==> src/rtl/miniram_fill_ctrl.sv <==
// Line-fill arbiter/streamer between the I/D cache miss handlers and the 16 x 256-bit miniram.
// Define CRITICAL_WORD_FIRST_EN to start each burst at the requested word (addr[4:2]) instead of word 0.
module miniram_fill_ctrl #(
    parameter int unsigned ROM_LAT = 1
) (
    input  logic         nGCLK,
    input  logic         RESET,
    input  logic         ireq,
    input  logic [31:0]  iaddr,
    input  logic         dreq,
    input  logic [31:0]  daddr,
    output logic         igrant,
    output logic         dgrant,
    output logic [3:0]   ram_sel,
    input  logic [255:0] ram_data,
    output logic         fill_valid,
    input  logic         fill_ready,
    output logic [31:0]  fill_data,
    output logic [2:0]   fill_wadr,
    output logic         fill_last,
    output logic         fill_src,
    output logic         busy
);

    typedef enum logic [1:0] {IDLE, WAIT, BURST} state_e;

    state_e         state_q, state_d;
    logic [2:0]     cnt_q, cnt_d;
    logic [2:0]     beat_q, beat_d;
    logic [2:0]     start_q, start_d;
    logic [255:0]   line_q, line_d;
    logic           rr_d_q, rr_d_d;      // 1: next contested grant goes to D
    logic           igrant_q, igrant_d;
    logic           dgrant_q, dgrant_d;
    logic [3:0]     ram_sel_q, ram_sel_d;
    logic           fill_valid_q, fill_valid_d;
    logic [31:0]    fill_data_q, fill_data_d;
    logic [2:0]     fill_wadr_q, fill_wadr_d;
    logic           fill_last_q, fill_last_d;
    logic           fill_src_q, fill_src_d;
    logic           busy_q, busy_d;

    logic           unused_addr_bits;
    assign unused_addr_bits = ^{iaddr, daddr};

    always_comb begin
        logic        pick_d;
        logic [31:0] sel_addr;
        logic [2:0]  next_w;

        state_d      = state_q;
        cnt_d        = cnt_q;
        beat_d       = beat_q;
        start_d      = start_q;
        line_d       = line_q;
        rr_d_d       = rr_d_q;
        igrant_d     = 1'b0;
        dgrant_d     = 1'b0;
        ram_sel_d    = ram_sel_q;
        fill_valid_d = fill_valid_q;
        fill_data_d  = fill_data_q;
        fill_wadr_d  = fill_wadr_q;
        fill_last_d  = fill_last_q;
        fill_src_d   = fill_src_q;
        pick_d       = 1'b0;
        sel_addr     = '0;
        next_w       = '0;

        case (state_q)
            IDLE: begin
                if (ireq || dreq) begin
                    pick_d   = dreq && (!ireq || rr_d_q);
                    sel_addr = pick_d ? daddr : iaddr;
                    if (ireq && dreq)
                        rr_d_d = !pick_d;
                    igrant_d   = !pick_d;
                    dgrant_d   = pick_d;
                    ram_sel_d  = sel_addr[8:5];
                    fill_src_d = pick_d;
                    cnt_d      = 3'(ROM_LAT);
`ifdef CRITICAL_WORD_FIRST_EN
                    start_d    = sel_addr[4:2];
`else
                    start_d    = '0;
`endif
                    state_d    = WAIT;
                end
            end
            WAIT: begin
                cnt_d = cnt_q - 3'd1;
                if (cnt_q == 3'd1) begin
                    line_d       = ram_data;
                    fill_valid_d = 1'b1;
                    fill_data_d  = ram_data[{start_q, 5'd0} +: 32];
                    fill_wadr_d  = start_q;
                    fill_last_d  = 1'b0;
                    beat_d       = '0;
                    state_d      = BURST;
                end
            end
            BURST: begin
                if (fill_ready) begin
                    if (beat_q == 3'd7) begin
                        fill_valid_d = 1'b0;
                        fill_last_d  = 1'b0;
                        state_d      = IDLE;
                    end else begin
                        // 3-bit add wraps the word index modulo 8
                        next_w      = start_q + beat_q + 3'd1;
                        beat_d      = beat_q + 3'd1;
                        fill_wadr_d = next_w;
                        fill_data_d = line_q[{next_w, 5'd0} +: 32];
                        fill_last_d = (beat_q == 3'd6);
                    end
                end
            end
            default: state_d = IDLE;
        endcase

        busy_d = (state_d != IDLE);
    end

    always_ff @(posedge nGCLK or posedge RESET) begin
        if (RESET) begin
            state_q      <= IDLE;
            cnt_q        <= '0;
            beat_q       <= '0;
            start_q      <= '0;
            line_q       <= '0;
            rr_d_q       <= 1'b1;
            igrant_q     <= 1'b0;
            dgrant_q     <= 1'b0;
            ram_sel_q    <= '0;
            fill_valid_q <= 1'b0;
            fill_data_q  <= '0;
            fill_wadr_q  <= '0;
            fill_last_q  <= 1'b0;
            fill_src_q   <= 1'b0;
            busy_q       <= 1'b0;
        end else begin
            state_q      <= state_d;
            cnt_q        <= cnt_d;
            beat_q       <= beat_d;
            start_q      <= start_d;
            line_q       <= line_d;
            rr_d_q       <= rr_d_d;
            igrant_q     <= igrant_d;
            dgrant_q     <= dgrant_d;
            ram_sel_q    <= ram_sel_d;
            fill_valid_q <= fill_valid_d;
            fill_data_q  <= fill_data_d;
            fill_wadr_q  <= fill_wadr_d;
            fill_last_q  <= fill_last_d;
            fill_src_q   <= fill_src_d;
            busy_q       <= busy_d;
        end
    end

    assign igrant     = igrant_q;
    assign dgrant     = dgrant_q;
    assign ram_sel    = ram_sel_q;
    assign fill_valid = fill_valid_q;
    assign fill_data  = fill_data_q;
    assign fill_wadr  = fill_wadr_q;
    assign fill_last  = fill_last_q;
    assign fill_src   = fill_src_q;
    assign busy       = busy_q;

endmodule

==> config.mk <==
export PLATFORM = sky130hd
export DESIGN_NAME = miniram_fill_ctrl
export DESIGN_NICKNAME = d
export VERILOG_FILES = /design/src/rtl/miniram_fill_ctrl.sv
export SDC_FILE = /design/constraint.sdc
export NUM_CORES = 1
export LEC_CHECK = 0
export ABC_AREA = 1
export BUFFER_PORTS_ARGS = -buffer_cell sky130_fd_sc_hd__clkbuf_2
export CAP_MARGIN = 20
export CORE_ASPECT_RATIO = 1.2
export CORE_UTILIZATION = 52
export DETAILED_ROUTE_END_ITERATION = 16
export GPL_TIMING_DRIVEN = 0
export PLACE_DENSITY = 0.78
export SLEW_MARGIN = 20
export SYNTH_ARGS = -nofsm -noshare
export SYNTH_HDL_FRONTEND = slang
export SYNTH_SLANG_ARGS = --single-unit
==> constraint.sdc <==
create_clock -name nGCLK -period 13.05 [get_ports nGCLK]
set_input_delay 2.61 -clock nGCLK [delete_from_list [all_inputs] [get_ports nGCLK]]
set_output_delay 2.61 -clock nGCLK [all_outputs]
set_load 0.05 [all_outputs]
; Word level (Yosys, flattened, before mapping)
; Cells that the tools add are included.
[classes]
add_sub_neg = 2
eq_ne = 10
n_shift = 1
mux = 28
reduce_logical = 17
[op_table]
columns = operator, count
row1 = 256-bit by 9-bit indexed part select with 32-bit output, 1
row2 = 32-bit two-way mux, 3
row3 = 32-bit case mux with 2 select lines, 1
row4 = 3-bit two-way mux, 4
row5 = 3-bit case mux with 2 select lines, 2
row6 = 1-bit two-way mux, 10
row7 = "2-bit != test, second input constant", 5
row8 = 9-bit two-way mux, 1
row9 = 2-bit two-way mux, 4
row10 = 4-bit AND reduction, 2
row11 = "3-bit equality test, second input constant", 2
row12 = 2-bit case mux with 3 select lines, 1
row13 = 2-bit AND reduction, 3
row14 = 3-bit AND reduction, 2
row15 = 2-bit nonzero test, 3
row16 = 1-bit case mux with 2 select lines, 2
row17 = "3-bit by 1-bit adder with 3-bit output, second input constant", 1
row18 = "3-bit by 1-bit equality test with 1-bit output, second input constant", 1
row19 = "3-bit by 1-bit subtractor with 3-bit output, second input constant", 1
row20 = "2-bit by 1-bit equality test with 1-bit output, second input constant", 1
row21 = "2-bit equality test, second input constant", 1
row22 = 1-bit logical AND, 2
row23 = 1-bit zero test, 2
row24 = 2-bit zero test, 1
row25 = 1-bit logical OR, 2
[totals]
register_bits = 307
in_bits = 325
out_inout_bits = 45
word_cells = 71

; Depth between registers and ports, before layout
[logic_depth]
ltp_word = 6
mapped_depth = 13
depth_no_buf = 9

; Least setup slack after synthesis
; No wires, ideal clock.
[synth_path]
path_type = input port to flip-flop
start = input fill_ready
end = register fill_data_q[10], in the netlist fill_data[10]
setup_time_ns = 0.072
arrival_time_ns = 3.367
setup_slack_ns = 9.611
cell_stages = 8
n_path_buf = 2
cell_sequence = inv_1 > nand2_1 > nand2_1 > nor2_2 > buf_4 > buf_6 > nor2_1 > nor2_1
[synth_via]
elab_chain_cells = 2
[synth_lines]
columns = element, line
row1 = "start, declared", 17  ; input logic fill_ready,
row2 = 2-bit != test (no source line), --
row3 = 4-bit AND reduction (no source line), --
row4 = "end signal, assigned", 151  ; fill_data_q <= fill_data_d;
row5 = "end, declared", 37  ; logic [31:0] fill_data_q, fill_data_d;
; No other way between the ends.
; A chain may end at the register's enable or synchronous reset.

; Worst setup path after layout
[layout_path]
start = register fill_wadr_q[0], in the netlist fill_wadr[0]
end = output fill_wadr[0]
[layout_lines]
columns = element, line
row1 = "start, declared", 38  ; logic [2:0] fill_wadr_q, fill_wadr_d;
row2 = "start signal, assigned", 152  ; fill_wadr_q <= fill_wadr_d;
row3 = "end, declared", 19  ; output logic [2:0] fill_wadr,
; No word-level cell between the ends.

==> flow_summary.yaml <==
clock_network:
  root_buffer: "clkbuf_16"
  htree_levels: 1
  path_clk_slew_ns: 0.07
  cts_made_buffers: 31
  post-cts-setup-buffer-count: 0
  clock_sinks: 307
  cts_max_path_buffers: 3
  ctsResizeCount: 0
  cts_tree: "built"
  insertion_delay_ns: 0.58
  hold_buffers: 0
yosys:
  synth_cells: 1983
  syn-cell-area_um2: 14700
  synth_seq_cells: 307
  syn_area_per_cell_um2: 7.39
  synth_nets: 2313
  synth-seq-area-share_pct: 52.4
  yosysUniqueCellTypes: 22
  ys_warn_count: 0
die:
  die_h_um: 186
  initial_utilization_pct: 53.5
  io_pins: 370
  die_x_um: 155
  rows: 66
  core_region_area_um2: 27400
  die_area_um2: 28900
setup_path:
  worstSetupPathType: "reg2out"
  crit_buf_inv: 1
  cp-start-kind: "flop"
  crit_arrival_ns: 1.43
  cp_max_fo: 5
  critPathMaxStageDelay_ns: 0.48
  worstReg2RegStart: "fill_wadr[0]"
  critical_path_required_ns: 10.44
  path_cells: "clkbuf_2"
  r2r-end: "fill_data[12]"
  ff2ff_setup_slack_ns: 9.08
  r2r_cells: 13
  slowest_stage: "dfrtp_1"
  crit_family: "flip-flops"
  end_kind: "primary output"
timing:
  drv_slew: 0
  fin_skew_ns: 0.0122
  rsz0062_at_grt: "false"
  max_freq_mhz: 248
  layout_min_cycle_time_ns: 4.04
  max_slew.worst_pin.slew_ns: 0.876
  setup_viol: 0
  hold_viol_final: 0
  slew_headroom_pct: 41.6
  hold_slack_ns: 0.491
  finalCritPeriodShare_pct: 30.9
  fin_ws_ns: 9.01
final_layout:
  post-route-util_pct: 65.2
  syn_to_final_growth_pct: 21.9
  layout_common_cells: "503 x nand2_1, 362 x nor2_1, 313 x clkbuf_2"
  nNetsFinal: 2662
  final_area_um2: 17900
  stdcell_count: 2735
  layout_commonest_cell: "nand2_1"
  drive_gt1_share_pct: 19.0
place:
  dp.cells: 2673
  port_buffers: 313
  gp_congestion: 0.934
  hpwl_um: 37400
  dpl-instance-area_um2: 16800
  preCtsSetupSlack_ns: 9.14
route:
  avgRoutedWirePerCell_um: 18.3
  via_count: 14536
  via_per_inst: 5.31
  wl_um: 50000
  antenna_left: 0
  route.detailed.drc: 0
  drt_iter0_drc: 1143
  first_pass_iters: 6
power_and_ir_drop:
  cellLeakagePower_uw: 0.00990
  vdd_drop_max_uv: 185
  power_density_nw_per_um2: 274
global_route:
  overflow: 0
  grt_use_total_pct: 35.1
  grt_pass1_wl_um: 76000
  grt_pass1_vias: 14242
  antenna_found_initial: 4
  grt_max_degree: 102
worst_hold_path:
  min_path_type: "reg2reg"
  holdPathStages: 2
  hp-start: "fill_src"
  holdPathEnd: "fill_src"
status:
  status: "finished, final reports clean"
run:
  drv_cap: 0
-- cells in the mapped netlist (all sizes together) --
cell type | count | share of area, %
clkbuf | 39 | 1.0
nor2 | 366 | 9.5
nand2 | 504 | 13
dfstp | 1 | 0.18
dfrtp | 306 | 52
nand3 | 133 | 4.5
inv | 271 | 6.9
buf | 77 | 2.7
nand4 | 1 | 0.043
o21ai | 11 | 0.38
o22ai | 1 | 0.043
a21oi | 267 | 9.1
ha | 5 | 0.43
clkinv | 1 | 0.026
-- per-stage QoR --
step                      setup TNS [ns]  power [uW]
after floorplan                        0        3190
after global placement           -397.81        3840
after detailed placement               0        3910
after CTS                              0        4870
after global routing                   0        5230
final                                  0        4900
-- power by group --
part	leakage (uW)	internal (uW)	switching [uW]
Combinational	0.00594	680	1690
Clock	0.000540	551	394
Sequential	0.00341	1430	152
-- sequential cells by signal, summed over array words and instances, names as in the netlist --
register / count
state_q: 2
fill_wadr: 3
fill_last: 1
busy: 1
ram_sel: 4
rr_d_q: 1
cnt_q: 3
fill_data: 32
fill_valid: 1
fill_src: 1
dgrant: 1
line_q: 256
igrant: 1
-- worst reg2reg max path, cell delays in order, from the launching register on --
cell and delay, ns:
dfrtp_1 0.47, clkinv_1 0.15, clkbuf_1 0.51, buf_2 0.40
ha_1 0.32, inv_1 0.09, clkbuf_1 0.49, clkbuf_1 0.68
nand3_1 0.35, nand2_1 0.15, nand2_1 0.06, nand2_1 0.09
nor2_1 0.06, nor2_1 0.08
-- how the worst max path moves through the flow --
stage / start / end / slack [ns] / depth (start not counted)
2_1_floorplan: RESET / busy / 1.95 / 1
3_3_place_gp: RESET / line_q[86] / -1.33 / 2
3_5_place_dp: fill_ready / fill_data[29] / 9.14 / 9
4_1_cts: fill_wadr[0] / fill_wadr[0] / 9.04 / 1
5_1_grt: fill_wadr[0] / fill_wadr[0] / 9.02 / 1
6_report: fill_wadr[0] / fill_wadr[0] / 9.01 / 1
-- kinds of logic after synthesis --
kind of cell / share of synthesized area, %
DFF: 52.4
buffers and inverters: 10.6
and+or+nand+nor: 27.0
AOI/OAI and AO/OA: 9.53
adders and majority gates: 0.427
-- metal layers --
layer	vias to the layer above	track usage (%)	wire length [um]
met1	6874	45.0	19500
met4	0	22.7	3460
met3	171	4.98	4240
met5	-	0	0
li1	6739	-	-
met2	752	56.2	22700
-- area by class of cell --
class	instances	area, um^2
Antenna cell	4	10.0
Buffer	116	538
Clock buffer	44	925
Clock inverter	14	155
Fill cell	2466	9540
Inverter	272	1030
Multi-Input combinational cell	1288	5420
Sequential cell	307	7680
Tap cell	374	468
Timing Repair Buffer	316	1650
Note: power is estimated with default switching activity, not from simulation.
